### src/rtl/vga_pkg.sv
// Shared VGA timing types, resolution presets, test-bar colours and width helpers.
package vga_pkg;

    typedef struct packed {
        int unsigned h_active;
        int unsigned h_fp;
        int unsigned h_sync;
        int unsigned h_bp;
        int unsigned v_active;
        int unsigned v_fp;
        int unsigned v_sync;
        int unsigned v_bp;
    } vga_timing_t;

    localparam vga_timing_t VGA_640x480_60 = '{
        h_active: 640, h_fp: 16, h_sync: 96,  h_bp: 48,
        v_active: 480, v_fp: 10, v_sync: 2,   v_bp: 33
    };

    localparam vga_timing_t VGA_800x600_60 = '{
        h_active: 800, h_fp: 40, h_sync: 128, h_bp: 88,
        v_active: 600, v_fp: 1,  v_sync: 4,   v_bp: 23
    };

    // {r,g,b} per bar: white, yellow, cyan, green, magenta, red, blue, black
    localparam logic [2:0] BAR_RGB [8] = '{
        3'b111, 3'b110, 3'b011, 3'b010, 3'b101, 3'b100, 3'b001, 3'b000
    };

    // One spare bit so a counter can hold its own total without wrapping.
    function automatic int unsigned cnt_w(input int unsigned total);
        return $clog2(total) + 1;
    endfunction

    function automatic int unsigned coord_w(input int unsigned n);
        return (n > 1) ? $clog2(n) : 1;
    endfunction

endpackage

### src/rtl/vga_delay_line.sv
// WIDTH x DEPTH shift register with synchronous clear; DEPTH=0 is a wire.
module vga_delay_line #(
    parameter int WIDTH = 1,
    parameter int DEPTH = 1
) (
    input  logic             clk_i,
    input  logic             rst_i,
    input  logic [WIDTH-1:0] d_i,
    output logic [WIDTH-1:0] q_o
);

    if (DEPTH == 0) begin : g_bypass
        logic unused_ctrl;
        assign unused_ctrl = ^{clk_i, rst_i};
        assign q_o = d_i;
    end else begin : g_pipe
        logic [WIDTH-1:0] stage_q [DEPTH];

        always_ff @(posedge clk_i) begin
            if (rst_i) begin
                stage_q <= '{default: '0};
            end else begin
                stage_q[0] <= d_i;
                for (int i = 1; i < DEPTH; i++) begin
                    stage_q[i] <= stage_q[i-1];
                end
            end
        end

        assign q_o = stage_q[DEPTH-1];
    end

endmodule

### src/rtl/vga_timing_gen.sv
// Programmable VGA timing generator with latency-matched pixel fetch and blanked RGB.
// Build option VGA_TEST_PATTERN_EN adds i_test_mode, which replaces RGB with 8 colour bars.
module vga_timing_gen
    import vga_pkg::*;
#(
    parameter int unsigned H_ACTIVE = VGA_640x480_60.h_active,
    parameter int unsigned H_FP     = VGA_640x480_60.h_fp,
    parameter int unsigned H_SYNC   = VGA_640x480_60.h_sync,
    parameter int unsigned H_BP     = VGA_640x480_60.h_bp,
    parameter int unsigned V_ACTIVE = VGA_640x480_60.v_active,
    parameter int unsigned V_FP     = VGA_640x480_60.v_fp,
    parameter int unsigned V_SYNC   = VGA_640x480_60.v_sync,
    parameter int unsigned V_BP     = VGA_640x480_60.v_bp,
    parameter logic        H_POL    = 1'b0,
    parameter logic        V_POL    = 1'b0,
    parameter int unsigned COLOR_W  = 8,
    parameter int unsigned PIX_LAT  = 1
) (
    input  logic                           CLK_IN,
    input  logic                           RST_IN,
`ifdef VGA_TEST_PATTERN_EN
    input  logic                           i_test_mode,
`endif
    input  logic [COLOR_W-1:0]             i_red,
    input  logic [COLOR_W-1:0]             i_green,
    input  logic [COLOR_W-1:0]             i_blue,
    output logic                           o_req,
    output logic [coord_w(H_ACTIVE)-1:0]   o_x,
    output logic [coord_w(V_ACTIVE)-1:0]   o_y,
    output logic                           o_hsync,
    output logic                           o_vsync,
    output logic                           o_de,
    output logic [COLOR_W-1:0]             red,
    output logic [COLOR_W-1:0]             green,
    output logic [COLOR_W-1:0]             blue,
    output logic                           o_frame_start,
    output logic                           o_line_start,
    output logic                           CLK_OUT
);

    localparam int unsigned H_TOTAL = H_ACTIVE + H_FP + H_SYNC + H_BP;
    localparam int unsigned V_TOTAL = V_ACTIVE + V_FP + V_SYNC + V_BP;
    localparam int unsigned HW      = cnt_w(H_TOTAL);
    localparam int unsigned VW      = cnt_w(V_TOTAL);
    localparam int unsigned XW      = coord_w(H_ACTIVE);
    localparam int unsigned YW      = coord_w(V_ACTIVE);

    localparam logic [HW-1:0] H_LAST     = HW'(H_TOTAL - 1);
    localparam logic [VW-1:0] V_LAST     = VW'(V_TOTAL - 1);
    localparam logic [HW-1:0] H_ACT_END  = HW'(H_ACTIVE);
    localparam logic [VW-1:0] V_ACT_END  = VW'(V_ACTIVE);
    localparam logic [HW-1:0] H_SYNC_BEG = HW'(H_ACTIVE + H_FP);
    localparam logic [HW-1:0] H_SYNC_END = HW'(H_ACTIVE + H_FP + H_SYNC);
    localparam logic [VW-1:0] V_SYNC_BEG = VW'(V_ACTIVE + V_FP);
    localparam logic [VW-1:0] V_SYNC_END = VW'(V_ACTIVE + V_FP + V_SYNC);

`ifdef VGA_TEST_PATTERN_EN
    localparam int unsigned PW = 5 + XW;
`else
    localparam int unsigned PW = 5;
`endif

    logic [HW-1:0] h_cnt_q, h_cnt_d;
    logic [VW-1:0] v_cnt_q, v_cnt_d;

    always_comb begin
        h_cnt_d = h_cnt_q + HW'(1);
        v_cnt_d = v_cnt_q;
        if (h_cnt_q == H_LAST) begin
            h_cnt_d = '0;
            v_cnt_d = (v_cnt_q == V_LAST) ? '0 : v_cnt_q + VW'(1);
        end
    end

    always_ff @(posedge CLK_IN) begin
        if (RST_IN) begin
            h_cnt_q <= '0;
            v_cnt_q <= '0;
        end else begin
            h_cnt_q <= h_cnt_d;
            v_cnt_q <= v_cnt_d;
        end
    end

    logic raw_act, raw_hs, raw_vs, raw_fs, raw_ls;

    assign raw_act = (h_cnt_q < H_ACT_END) && (v_cnt_q < V_ACT_END);
    assign raw_hs  = (h_cnt_q >= H_SYNC_BEG) && (h_cnt_q < H_SYNC_END);
    assign raw_vs  = (v_cnt_q >= V_SYNC_BEG) && (v_cnt_q < V_SYNC_END);
    assign raw_fs  = (h_cnt_q == '0) && (v_cnt_q == '0);
    assign raw_ls  = (h_cnt_q == '0) && (v_cnt_q < V_ACT_END);

    assign o_req   = raw_act && !RST_IN;
    assign o_x     = h_cnt_q[XW-1:0];
    assign o_y     = v_cnt_q[YW-1:0];
    assign CLK_OUT = CLK_IN;

    // Timing flags wait PIX_LAT clocks so they line up with the source's RGB.
    logic [PW-1:0] pipe_d, pipe_q;
    logic          d_act, d_hs, d_vs, d_fs, d_ls;

`ifdef VGA_TEST_PATTERN_EN
    logic [XW-1:0] d_x;
    assign pipe_d = {h_cnt_q[XW-1:0], raw_act, raw_hs, raw_vs, raw_fs, raw_ls};
    assign d_x    = pipe_q[PW-1:5];
`else
    assign pipe_d = {raw_act, raw_hs, raw_vs, raw_fs, raw_ls};
`endif
    assign {d_act, d_hs, d_vs, d_fs, d_ls} = pipe_q[4:0];

    vga_delay_line #(
        .WIDTH (PW),
        .DEPTH (PIX_LAT)
    ) u_align (
        .clk_i (CLK_IN),
        .rst_i (RST_IN),
        .d_i   (pipe_d),
        .q_o   (pipe_q)
    );

    logic [COLOR_W-1:0] red_d, green_d, blue_d;

`ifdef VGA_TEST_PATTERN_EN
    logic [2:0] bar_idx;
    logic [2:0] bar_rgb;
    assign bar_idx = 3'((32'(d_x) * 32'd8) / H_ACTIVE);
    assign bar_rgb = BAR_RGB[bar_idx];

    always_comb begin
        red_d   = i_red;
        green_d = i_green;
        blue_d  = i_blue;
        if (i_test_mode) begin
            red_d   = {COLOR_W{bar_rgb[2]}};
            green_d = {COLOR_W{bar_rgb[1]}};
            blue_d  = {COLOR_W{bar_rgb[0]}};
        end
    end
`else
    always_comb begin
        red_d   = i_red;
        green_d = i_green;
        blue_d  = i_blue;
    end
`endif

    logic               de_q, hs_q, vs_q, fs_q, ls_q;
    logic [COLOR_W-1:0] red_q, green_q, blue_q;

    always_ff @(posedge CLK_IN) begin
        if (RST_IN) begin
            de_q    <= 1'b0;
            hs_q    <= ~H_POL;
            vs_q    <= ~V_POL;
            fs_q    <= 1'b0;
            ls_q    <= 1'b0;
            red_q   <= '0;
            green_q <= '0;
            blue_q  <= '0;
        end else begin
            de_q    <= d_act;
            hs_q    <= d_hs ? H_POL : ~H_POL;
            vs_q    <= d_vs ? V_POL : ~V_POL;
            fs_q    <= d_fs;
            ls_q    <= d_ls;
            red_q   <= d_act ? red_d   : '0;
            green_q <= d_act ? green_d : '0;
            blue_q  <= d_act ? blue_d  : '0;
        end
    end

    assign o_de          = de_q;
    assign o_hsync       = hs_q;
    assign o_vsync       = vs_q;
    assign o_frame_start = fs_q;
    assign o_line_start  = ls_q;
    assign red           = red_q;
    assign green         = green_q;
    assign blue          = blue_q;

endmodule

### config.mk
export PLATFORM = sky130hd
export DESIGN_NAME = vga_timing_gen
export DESIGN_NICKNAME = d
export VERILOG_FILES = /design/src/rtl/vga_pkg.sv /design/src/rtl/vga_delay_line.sv /design/src/rtl/vga_timing_gen.sv
export SDC_FILE = /design/constraint.sdc
export NUM_CORES = 1
export LEC_CHECK = 0
export CAP_MARGIN = 25
export CORE_MARGIN = 2
export CORE_UTILIZATION = 30
export CTS_CLUSTER_DIAMETER = 50
export DETAILED_ROUTE_END_ITERATION = 7
export PLACE_DENSITY = 0.63
export SYNTH_ARGS = -nofsm -noshare
export SYNTH_HDL_FRONTEND = slang
export SYNTH_SLANG_ARGS = --single-unit
### constraint.sdc
create_clock -name CLK_IN -period 4.3 [get_ports CLK_IN]
set_clock_uncertainty 0.05 [all_clocks]
set_input_delay 0.645 -clock CLK_IN [delete_from_list [all_inputs] [get_ports CLK_IN]]
set_output_delay 0.645 -clock CLK_IN [all_outputs]
set_load 0.02 [all_outputs]
==> results_dict.tcl <==
set metrics [dict create \
    drtPass1Iterations 4 \
    gp_congestion 0.8155 \
    n_antenna_cell 0 \
    max_cap_violations 0 \
    rr_worst_depth 5 \
    io-pin-count 76 \
    synth_nets 261 \
    tightest_slew_ps 477.7 \
    num_vias 1691 \
    cp.required_ps 3610 \
    synthArstFlopShare_pct 0 \
    fp.dieH_um 89.60 \
    drive_above_1_share_pct 6.529 \
    cts_resized 0 \
    wl_per_cell_um 11.41 \
    finalSetupTns_ps 0 \
    avgSynthCellArea_sq_um 9.558 \
    slew_headroom_pct 67.86 \
    r2r_start "h_cnt_q[0]$_SDFF_PP0_" \
    start_util_pct 30.64 \
    ant_nets 0 \
    grt_pass1_wl_um 6851 \
    syn2layout_area_growth_pct 39.61 \
    setup_viol 0 \
    r2r_setup_slack_ps 1870 \
    post_cts_buffers 0 \
    status "finished, final reports clean" \
    cts_tree "yes" \
    place_inst 379 \
    dp_hpwl_um 3321 \
    yosys_warnings 0 \
    globalRouteOverflowTotal 0 \
    synth_edf_count 0 \
    clk_pin_slew_ps 100 \
    synth_flop_cell "dfxtp_1" \
    clk_latency_ps 400 \
    hold_depth 1 \
    arrival_ps 2890 \
    synth_most_common_cell "dfxtp_1" \
    synth_area_leaders "dfxtp_1 (51%), and2_1 (6.8%), buf_4 (6.8%)" \
    antenna_found_initial 0 \
    hold_viol 0 \
    setup_ws_ps 710.3 \
    powerDensity_nw_per_um2 351.6 \
    worstSetupPathType "clock port to output port" \
    routed_wl_um 4450 \
    hold_buffers 0 \
    total_leakage_power_nw 1.100 \
    slew_violations 0 \
    dieArea_sq_um 8028 \
    drc_errors 0 \
    synthCells 230 \
    critPathLaunchType "clock port" \
    rows 31 \
    grt_max_degree 26 \
    rsz0062_at_grt "no" \
    drt-initial-drc-count 36 \
    nets 321 \
    grt_usage_pct 11.22 \
    power_mw 1.079 \
    yosysSeqAreaShare_pct 51.00 \
    numPortBuffers 75 \
    core_sq_um 7176 \
    cp-end-kind "output port" \
    yosys.area.top_type "dfxtp_1" \
    ys_types 33 \
    stdcell_count 390 \
    synth_top_cell_area_share_pct 51.00 \
    chipWidth_um 89.60 \
    vdd_ir_drop_max_mv 0.1209 \
    min_to "o_hsync$_SDFF_PP1_" \
    grt_pass1_vias 1558 \
    ys_ff_latch 56 \
    viasPerCell 4.336 \
    synth_common_cells "dfxtp_1 (56), and2_1 (24), nor2_1 (23)" \
    hp-start "u_align.q_o[3]$_SDFF_PP0_" \
    r2r-end "v_cnt_q[10]$_SDFFE_PP0N_" \
    post-place-ws_ps 946.5 \
    synthesis.area_sq_um 2198 \
    holdCritPathClass "flip-flop to flip-flop" \
    critPathMaxFanout 2 \
]
[metal layers]
metal  track usage [%]  vias to the layer above  wire length, um
met1             13.10                      756             2004
met4             4.613                        0               23
met3             4.479                        2              322
met2             18.32                       63             2100
met5                 0                        -                0
li1                  -                      870                -
[kinds of logic after synthesis]
group / share of synthesized area, %
and+or+nand+nor: 25.73
DFF: 51.00
buffers and inverters: 9.733
AOI/OAI and AO/OA: 5.464
xor gates and xnor gates: 4.781
adders and majority gates: 2.846
muxes: 0.4553
[stage by stage]
| step | hold WS (ps) | area, sq um | utilization, % |
|---|---|---|---|
| after floorplan | 305.9 | 2198 | - |
| after global placement | 312.8 | 2912 | 40.58 |
| after detailed placement | 312.8 | 2912 | 40.58 |
| after CTS | 331.3 | 3069 | 42.77 |
| after global routing | 348.3 | 3069 | 42.77 |
| final | 326.0 | 3069 | 42.77 |
[layout make-up]
class | instances | area (sq um)
Tap cell | 99 | 123.9
Clock buffer | 9 | 120.1
Sequential cell | 56 | 1121
Fill cell | 732 | 4106
Inverter | 10 | 37.54
Clock inverter | 3 | 47.55
Timing Repair Buffer | 76 | 755.7
Multi-Input combinational cell | 137 | 863.3
[power breakdown]
part | internal [mW] | switching (mW) | leakage, nW
clock network | 0.251 | 0.195 | 0.0838
logic | 0.0545 | 0.0390 | 0.559
registers | 0.534 | 0.00631 | 0.457
total | 0.839 | 0.240 | 1.10
[cell usage in the layout, fill, tap and decap left out, types with 2 or more instances in the layout]
cell,count
or4_4,2
and4_1,2
nor4_1,6
nor2b_1,3
o32ai_1,2
and3_1,3
and2_1,24
or4_1,2
dfxtp_1,56
nand3_1,10
or3_1,2
nand2b_1,3
or2_2,2
nor3_1,6
nor2_1,23
clkbuf_8,8
o31ai_1,3
nand4_1,5
buf_4,2
xor2_1,4
clkinv_4,2
nand2_1,6
clkdlybuf4s50_1,75
inv_1,10
xnor2_1,8
a21oi_1,8
ha_1,5
[flip-flops by register name, summed over array words and instances (netlist names)]
register and flops:
green 8, blue 8, u_align.q_o 5, o_de 1
o_frame_start 1, o_hsync 1, o_line_start 1, v_cnt_q 11
red 8, o_vsync 1, h_cnt_q 11
[worst max-delay path, stage by stage]
cell and delay, ps:
clkbuf_8 110, clkbuf_8 120, clkdlybuf4s50_1 520
[worst max path at each step]
stage | to | slack (ps) | from
floorplan | CLK_OUT | 1320 | CLK_IN
detailed placement | CLK_OUT | 950 | CLK_IN
global placement | CLK_OUT | 950 | CLK_IN
finish | CLK_OUT | 710 | CLK_IN
global route | CLK_OUT | 680 | CLK_IN
CTS | CLK_OUT | 710 | CLK_IN
Power figures use the tool's default switching activity.
